<file path="config.mk">
export PLATFORM = sky130hd
export DESIGN_NAME = muldiv_ctrl
export DESIGN_NICKNAME = d
export VERILOG_FILES = /design/src/rtl/muldiv_pkg.sv /design/src/rtl/muldiv_wdog.sv /design/src/rtl/muldiv_ctrl.sv
export SDC_FILE = /design/constraint.sdc
export NUM_CORES = 1
export LEC_CHECK = 0
export ABC_AREA = 1
export BUFFER_PORTS_ARGS = -buffer_cell sky130_fd_sc_hd__buf_4
export CELL_PAD_IN_SITES_DETAIL_PLACEMENT = 1
export CELL_PAD_IN_SITES_GLOBAL_PLACEMENT = 2
export CORE_UTILIZATION = 27
export DETAILED_ROUTE_END_ITERATION = 7
export PLACE_DENSITY = 0.76
export SYNTH_ARGS = -nofsm -noshare
export SYNTH_HDL_FRONTEND = slang
export SYNTH_SLANG_ARGS = --single-unit
</file>
<file path="constraint.sdc">
create_clock -name in_clk -period 2.2 [get_ports in_clk]
set_clock_uncertainty 0.1 [all_clocks]
set_input_delay 0.44 -clock in_clk [delete_from_list [all_inputs] [get_ports in_clk]]
set_output_delay 0.44 -clock in_clk [all_outputs]
set_load 0.005 [all_outputs]
</file>
<file path="src/rtl/muldiv_pkg.sv">
// Shared types for the HI/LO multiply/divide controller: op codes, FSM encoding,
// the unit request bundle and op-class helpers.
package muldiv_pkg;

    typedef enum logic [2:0] {
        OP_NOP    = 3'd0,
        OP_MULT   = 3'd1,
        OP_MULTU  = 3'd2,
        OP_DIV    = 3'd3,
        OP_DIVU   = 3'd4,
        OP_MFHI   = 3'd5,
        OP_MFLO   = 3'd6,
        OP_MTHILO = 3'd7
    } muldiv_op_e;

    typedef enum logic [1:0] {
        ST_IDLE  = 2'd0,
        ST_ISSUE = 2'd1,
        ST_WAIT  = 2'd2,
        ST_WB    = 2'd3
    } muldiv_state_e;

    localparam int                 WDOG_W     = 6;
    localparam logic [WDOG_W-1:0]  WDOG_MAX   = 6'd63;
    localparam logic [31:0]        DIVZERO_LO = 32'hFFFF_FFFF;

    typedef struct packed {
        logic [31:0] a;
        logic [31:0] b;
        logic        div;
        logic        sign;
    } unit_req_t;

    function automatic logic op_is_unit(input muldiv_op_e op);
        logic r;
        case (op)
            OP_MULT, OP_MULTU, OP_DIV, OP_DIVU: r = 1'b1;
            default:                            r = 1'b0;
        endcase
        return r;
    endfunction

    function automatic logic op_is_div(input muldiv_op_e op);
        return (op == OP_DIV) || (op == OP_DIVU);
    endfunction

    function automatic logic op_is_signed(input muldiv_op_e op);
        return (op == OP_MULT) || (op == OP_DIV);
    endfunction

    // Every op except NOP touches HI/LO or the unit, so all of them must wait on a busy FSM.
    function automatic logic op_uses_hilo(input muldiv_op_e op);
        return op != OP_NOP;
    endfunction

endpackage

</file>
<file path="src/rtl/muldiv_wdog.sv">
// Watchdog for the iterative unit: cleared on issue, counts while enabled,
// saturates at WDOG_MAX and flags expiry while still enabled.
module muldiv_wdog
    import muldiv_pkg::*;
(
    input  logic in_clk,
    input  logic in_rst,
    input  logic in_clear,
    input  logic in_enable,
    output logic out_expired
);

    logic [WDOG_W-1:0] cnt_q;
    logic [WDOG_W-1:0] cnt_d;

    always_comb begin
        cnt_d = cnt_q;
        if (in_clear) begin
            cnt_d = '0;
        end else if (in_enable && (cnt_q != WDOG_MAX)) begin
            cnt_d = cnt_q + 1'b1;
        end
    end

    always_ff @(posedge in_clk) begin
        if (in_rst) begin
            cnt_q <= '0;
        end else begin
            cnt_q <= cnt_d;
        end
    end

    assign out_expired = in_enable && (cnt_q == WDOG_MAX);

endmodule

</file>
<file path="src/rtl/muldiv_ctrl.sv">
// HI/LO multiply/divide controller: FSM, HI/LO registers and pipeline stall.
// MULDIV_DIVZERO_FAST_EN: divide by zero bypasses the unit (HI = rs, LO = all ones).
//
//   state | meaning
//   IDLE  | accepting ops; MTHI/MTLO write here
//   ISSUE | one-cycle start pulse to the unit
//   WAIT  | waiting for unit done, watchdog running
//   WB    | captured result loads HI/LO
module muldiv_ctrl
    import muldiv_pkg::*;
(
    input  logic        in_clk,
    input  logic        in_rst,
    input  logic        in_ex_valid,
    input  logic [2:0]  in_ex_op,
    input  logic [31:0] in_ex_rs,
    input  logic [31:0] in_ex_rt,
    input  logic        in_unit_done,
    input  logic [31:0] in_unit_hi,
    input  logic [31:0] in_unit_lo,
    output logic        out_unit_start,
    output logic        out_unit_div,
    output logic        out_unit_sign,
    output logic [31:0] out_unit_a,
    output logic [31:0] out_unit_b,
    output logic [31:0] out_hi,
    output logic [31:0] out_lo,
    output logic        out_stall,
    output logic        out_err
);

    muldiv_state_e state_q, state_d;
    unit_req_t     req_q, req_d;
    logic [31:0]   hi_q, hi_d;
    logic [31:0]   lo_q, lo_d;
    logic [31:0]   res_hi_q, res_hi_d;
    logic [31:0]   res_lo_q, res_lo_d;
    logic          err_q, err_d;

    muldiv_op_e    ex_op;
    logic          wdog_clear;
    logic          wdog_en;
    logic          wdog_expired;

    assign ex_op = muldiv_op_e'(in_ex_op);

    assign wdog_en    = (state_q == ST_ISSUE) || (state_q == ST_WAIT);
    assign wdog_clear = (state_q == ST_IDLE) && (state_d == ST_ISSUE);

    muldiv_wdog u_wdog (
        .in_clk      (in_clk),
        .in_rst      (in_rst),
        .in_clear    (wdog_clear),
        .in_enable   (wdog_en),
        .out_expired (wdog_expired)
    );

    always_comb begin
        state_d  = state_q;
        req_d    = req_q;
        hi_d     = hi_q;
        lo_d     = lo_q;
        res_hi_d = res_hi_q;
        res_lo_d = res_lo_q;
        err_d    = 1'b0;

        case (state_q)
            ST_IDLE: begin
                if (in_ex_valid) begin
                    if (op_is_unit(ex_op)) begin
                        req_d.a    = in_ex_rs;
                        req_d.b    = in_ex_rt;
                        req_d.div  = op_is_div(ex_op);
                        req_d.sign = op_is_signed(ex_op);
`ifdef MULDIV_DIVZERO_FAST_EN
                        if (op_is_div(ex_op) && (in_ex_rt == '0)) begin
                            state_d  = ST_WB;
                            res_hi_d = in_ex_rs;
                            res_lo_d = DIVZERO_LO;
                        end else begin
                            state_d = ST_ISSUE;
                        end
`else
                        state_d = ST_ISSUE;
`endif
                    end else if (ex_op == OP_MTHILO) begin
                        if (in_ex_rt[0]) begin
                            lo_d = in_ex_rs;
                        end else begin
                            hi_d = in_ex_rs;
                        end
                    end
                end
            end

            // Done beats the watchdog when both land on the same cycle.
            ST_ISSUE, ST_WAIT: begin
                if (in_unit_done) begin
                    state_d  = ST_WB;
                    res_hi_d = in_unit_hi;
                    res_lo_d = in_unit_lo;
                end else if (wdog_expired) begin
                    state_d = ST_IDLE;
                    err_d   = 1'b1;
                end else begin
                    state_d = ST_WAIT;
                end
            end

            ST_WB: begin
                hi_d    = res_hi_q;
                lo_d    = res_lo_q;
                state_d = ST_IDLE;
            end

            default: begin
                state_d = ST_IDLE;
            end
        endcase
    end

    always_ff @(posedge in_clk) begin
        if (in_rst) begin
            state_q  <= ST_IDLE;
            req_q    <= '0;
            hi_q     <= '0;
            lo_q     <= '0;
            res_hi_q <= '0;
            res_lo_q <= '0;
            err_q    <= 1'b0;
        end else begin
            state_q  <= state_d;
            req_q    <= req_d;
            hi_q     <= hi_d;
            lo_q     <= lo_d;
            res_hi_q <= res_hi_d;
            res_lo_q <= res_lo_d;
            err_q    <= err_d;
        end
    end

    assign out_unit_start = (state_q == ST_ISSUE);
    assign out_unit_div   = req_q.div;
    assign out_unit_sign  = req_q.sign;
    assign out_unit_a     = req_q.a;
    assign out_unit_b     = req_q.b;
    assign out_hi         = hi_q;
    assign out_lo         = lo_q;
    assign out_err        = err_q;
    assign out_stall      = (state_q != ST_IDLE) && in_ex_valid && op_uses_hilo(ex_op);

endmodule
</file>
# After elaboration in Yosys (flattened, before gate mapping)
# Cells that the tools add are included.
# Widths: inputs -> output; s select.
# totals
latchBits	0
n_memories	0
output_inout_bits	133
mem_bits_ro	0
elab_cells	68
ram_bits	0
input_bits	135
ff_bits	203
# classes
div_mod_pow	0
n_lt_le_gt_ge	0
muxes	19
n_addsub	1
bitwise	1
n_reduce_logical	20
shifts	0
n_mul	0
eq_ne	16
# op_table
op	n
$mux 32	8
$pmux 32 s2	2
$reduce_and 5->1	2
$mux 2	4
$ne 2x2->1 const B	4
$add 6x1->6 const B	1
$eq 3x2->1 const B	2
$eq 3x3->1 const B	2
$eq 6x6->1 const B	1
$ne 6x6->1 const B	1
$pmux 2 s3	1
$logic_and 1x1->1	5
$eq 2x1->1 const B	2
$eq 2x2->1 const B	2
$mux 1	4
$reduce_bool 2->1	2
$reduce_or 2->1	2
$reduce_or 4->1	1
$eq 3x1->1 const B	1
$logic_or 1x1->1	3
$reduce_and 3->1	1
$reduce_bool 3->1	1
$reduce_or 3->1	1
$logic_not 2->1	1
other kinds (3)	3

# Longest topological paths before layout
# depth
ltp_word	11
depth_mapped	10

# By module
# A second synthesis with hierarchy kept.
# hier_totals
hier_cells	1158
area_unflattened_um2	8290.5
# modules_own_cells
mod	seq_area_each_um2	area_per_inst_um2	cells_per_inst	n_inst
muldiv_ctrl	3943.8	7952.6	1107	1
muldiv_wdog	120.1	337.8	51	1

# Worst setup path before layout
# Ideal clock, no wire load.
# synth_timing
path_type	register -> register
start	reg state_q[0]
end	reg res_hi_q[21]
setup_ns	0.064
arrival_ns	1.583
setup_slack_ns	0.453
period_less_slack_ns	1.747
stages_incl_launch_ff	8
required_time_ns	2.036
cell_sequence	dfxtp_1 -> inv_1 -> ha_1 -> nand2_1 -> clkbuf_1 -> clkbuf_1 -> o21ai_0 -> nor2_1
# synth_via
elab_chain_cells	3
# synth_rtl
element	line_no	text
start: declaration	muldiv_ctrl.sv:32	muldiv_state_e state_q, state_d;
start signal: assignment	muldiv_ctrl.sv:132	state_q <= state_d;
$eq 2x1->1 or $eq 2x2->1 (tied branches)	muldiv_ctrl.sv:67	case (state_q)
$reduce_or 2->1 *	muldiv_ctrl.sv:67	
$reduce_and 2->1 (no line) *	n/a	
end signal: assignment	muldiv_ctrl.sv:136	res_hi_q <= res_hi_d;
end: declaration	muldiv_ctrl.sv:36	logic [31:0] res_hi_q, res_hi_d;
# Every way passes the cells marked *; elsewhere a longest branch is shown, timed or not.
# A chain may end at the register's enable or synchronous reset.

# Worst setup path after layout
# layout_timing
start	reg state_q[0]
end	out out_stall
# layout_via
elab_chain_cells	3
# layout_rtl
element	line_no	text
$reduce_bool 2->1	muldiv_ctrl.sv:150	assign out_stall = (state_q != ST_IDLE) && in_ex_valid && op_uses_hilo(ex_op);
$logic_and 1x1->1 (2 in a row)	muldiv_ctrl.sv:150	
end: declaration	muldiv_ctrl.sv:28	output logic out_stall,
# No other way between the ends.

==> key figures <==
Route
  – Via count: 7987
  – Drt wl/cell: 16.4 µm
  – Routed wl met3: 1400 µm
  – Pre-Repair DR Iteration Count: 4
  – Max Used Layer: met5
  – Met1 wire length: 13300 µm
  – Via/cell ratio: ~4.5
  – Met2 WL post-DR: between 10000 and 15000 µm
  – Drc violations: 0
  – Routed Antenna Nets: 0
  – First DRT Iteration DRCs: 340
  – Routed WL: slightly below 30000 µm

Setup path
  – WP data arrival: roughly 1.5 ns
  – Reg2Reg Launch Point: state_q[0]
  – Required time worst endpoint: 1.66 ns
  – Worst setup EP type: primary output
  – CP max-delay cell: dfxtp_1
  – Worst path cell trace: inv_1 > ha_2 > a211oi_2 > buf_4
  – Worst Setup SP: state_q[0]
  – CP Launch Type: register
  – Crit path max fanout: 5
  – CP Class: reg2out
  – Max stage delay on crit path: 0.38 ns

Logic synthesis
  – Top-area cell type share of the netlist area: 49.9%
  – Synth cell types: 26
  – Syn_nets: ~1300
  – Seq cells post-synth: 203
  – Sequential fraction of the synthesis area: 49.9%
  – Mapped cell area: 8140 µm²
  – Cells after Synth: 1128
  – Mean Syn Cell Area: just over 7 µm²
  – Area leader, netlist: dfxtp_1
  – Ys Warns: 0
  – Synth top area cells: dfxtp_1, nor2_1, nand2_1

Clocking
  – Worst-Skew Late Latency: 0.51 ns
  – Clock sink count: 203
  – Clock buffer count from CTS: 25
  – Root Buffer: clkbuf_16
  – CTS max path bufs: 3
  – Clock Pin Slew Worst Setup and Hold Paths: 0.06 ns
  – Total setup buffers inserted after CTS: 0
  – H-tree depth: 1
  – CTS tree: built

Outcome
  – Status: complete, no violations

Timing
  – Setup violators final: 0
  – Final hold vios: 0
  – Min Tclk post-route: 2.05 ns
  – Max Slew Vio Count: 0
  – Top achievable clock speed: between 0.4 and 0.5 GHz
  – Total negative slack: 0 ns
  – Tcrit/Tclk final: approximately 93%
  – Setup ws final: about 0.15 ns
  – Unrepaired setup endpoints after global routing: no
  – Worst-margin pin slew: between 0.5 and 0.6 ns
  – Slew margin rel.: 65.2%

Cells and area
  – ANT cells: 0
  – Post-route design area: 11300 µm²
  – Fillers: 3729
  – P&R area growth vs syn: 39.1%
  – Layout Nets: between 1500 and 2000
  – Share of cells above drive strength 1: 24.2%
  – Fin util: a little under two fifths

Global route
  – Grt ovf: 0
  – Global Route Usage Sum: 18.6%
  – Initial antenna violation count: 1
  – Largest net degree at the start of global routing: 67
  – Vias in the first global route: 8304
  – First-pass GRT wire length: ~46000 µm

Die
  – Die Width: 176 µm
  – Total core area: 29600 µm²
  – Core Rows: 63
  – Die Ht: between 150 and 200 µm
  – Die area: 30900 µm²
  – IO Count: 268
  – Initial core utilization: 27.5%

Pwr
  – P_leak: 5.36 nW
  – Power Density: 1120 nW/µm²
  – Maximum vdd ir drop: 516 µV
  – Total power: 12.7 mW

Placement
  – Port bufs: around 270
  – Detailed placer's ending HPWL: 19900 µm
  – RePlAce Congestion: 0.775
  – Post-place setup slack: 0.275 ns
  – Placed Instance Area: 10600 µm²

Min path
  – Hold Crit Class: in2reg
  – Hold path start: in_unit_done

Flow run
  – Max-cap violation count: 0
[synth_stat cells]
cell type,n
nor2_2,1
inv_1,51
o21ai_1,21
nand3_1,6
buf_1,2
xnor2_1,1
nor3_2,1
nor2_1,316
xor2_1,3
buf_2,21
nand3b_1,33
inv_2,5
nor4_1,1
nand3_2,1
nand4_1,2
nand2_1,205
a21oi_1,46
a211oi_1,1
clkinv_1,1
clkbuf_1,40
ha_1,5
dfxtp_1,203
nand2_2,2
nor2_4,1
buf_6,10
o21ai_0,149
[routing by layer]
metal	GRT usage, %	vias up
met5	0	-
met4	4.17	2
met3	3.61	31
li1	-	4040
met2	31.8	166
met1	24.0	3748
[worst max-delay path, delay by kind of cell (launching register included)]
kind,cells,cell delay [ns]
DFF,1,0.38
AOI/OAI and AO/OA,1,0.17
adders and majority gates,1,0.23
buffers and inverters,2,0.22
[path summary, 6_finish.rpt]
| check | end | slack, ns | cells after the start |
|---|---|---|---|
| min reg2reg | out_hi[12] | 0.34 | 2 |
| max reg2reg | u_wdog.cnt_q[4] | 0.31 | 8 |
| min | out_err | 0.03 | 2 |
| max | out_stall | 0.15 | 4 |
[per-stage QoR]
| stage | instances | hold WS [ns] |
|---|---|---|
| floorplan | 1128 | 0.325 |
| global placement | 1731 | 0.331 |
| detailed placement | 1731 | 0.337 |
| CTS | 1773 | 0.00497 |
| global route | 1773 | 0.0197 |
| finish | 1773 | 0.0277 |
[registers in the layout, summed over array words and instances (netlist names)]
| signal | flops |
|---|---|
| out_unit_b | 32 |
| out_lo | 32 |
| state_q | 2 |
| res_lo_q | 32 |
| out_hi | 32 |
| out_unit_sign | 1 |
| out_err | 1 |
| out_unit_div | 1 |
| out_unit_a | 32 |
| res_hi_q | 32 |
| u_wdog.cnt_q | 6 |
[logic make-up (layout without fill, tap and decap cells)]
| logic type | count (synthesis) | after routing | share of synthesized area [%] |
|---|---|---|---|
| fa+ha+maj | 5 | 5 | 0.768 |
| buf+inv | 130 | 385 | 7.24 |
| compound gates | 217 | 217 | 13.4 |
| xor+xnor | 4 | 4 | 0.430 |
| flops | 203 | 203 | 49.9 |
| simple gates | 569 | 569 | 28.3 |
[cells in the final DEF (no fill, tap or decap), types with 10 or more instances in the layout]
cell type / count
a21oi_1: 46
buf_12: 12
buf_4: 274
clkbuf_1: 10
clkbuf_16: 25
dfxtp_1: 203
inv_1: 50
nand2_1: 204
nand3b_1: 33
nor2_1: 316
o21ai_0: 149
o21ai_1: 21
[what timing repair did]
| action | in CTS | in global routing |
|---|---|---|
| gates resized for setup | 1 | 1 |
| cloned | 0 | 0 |
| setup endpoints to repair | 1 | 1 |
| hold buffers | 0 | 0 |
| hold endpoints to repair | 0 | 0 |
[where the power goes]
group / switching (mW) / internal, mW / total [mW]
sequential: 0.430 / 4.54 / 4.97
combinational: 2.23 / 1.62 / 3.85
clock: 1.56 / 2.33 / 3.89
total: 4.22 / 8.49 / 12.7
[area by class of cell]
cell class | instances | area, µm² | share of cell area, %
Inverter | 57 | 216 | 1.91
Clock inverter | 3 | 40.0 | 0.354
Tap cell | 390 | 488 | 4.31
Sequential cell | 203 | 4060 | 35.9
Timing Repair Buffer | 286 | 2300 | 20.3
Multi-Input combinational cell | 795 | 3500 | 30.9
Clock buffer | 39 | 718 | 6.34
No activity file was read; power rests on OpenSTA's default activity.
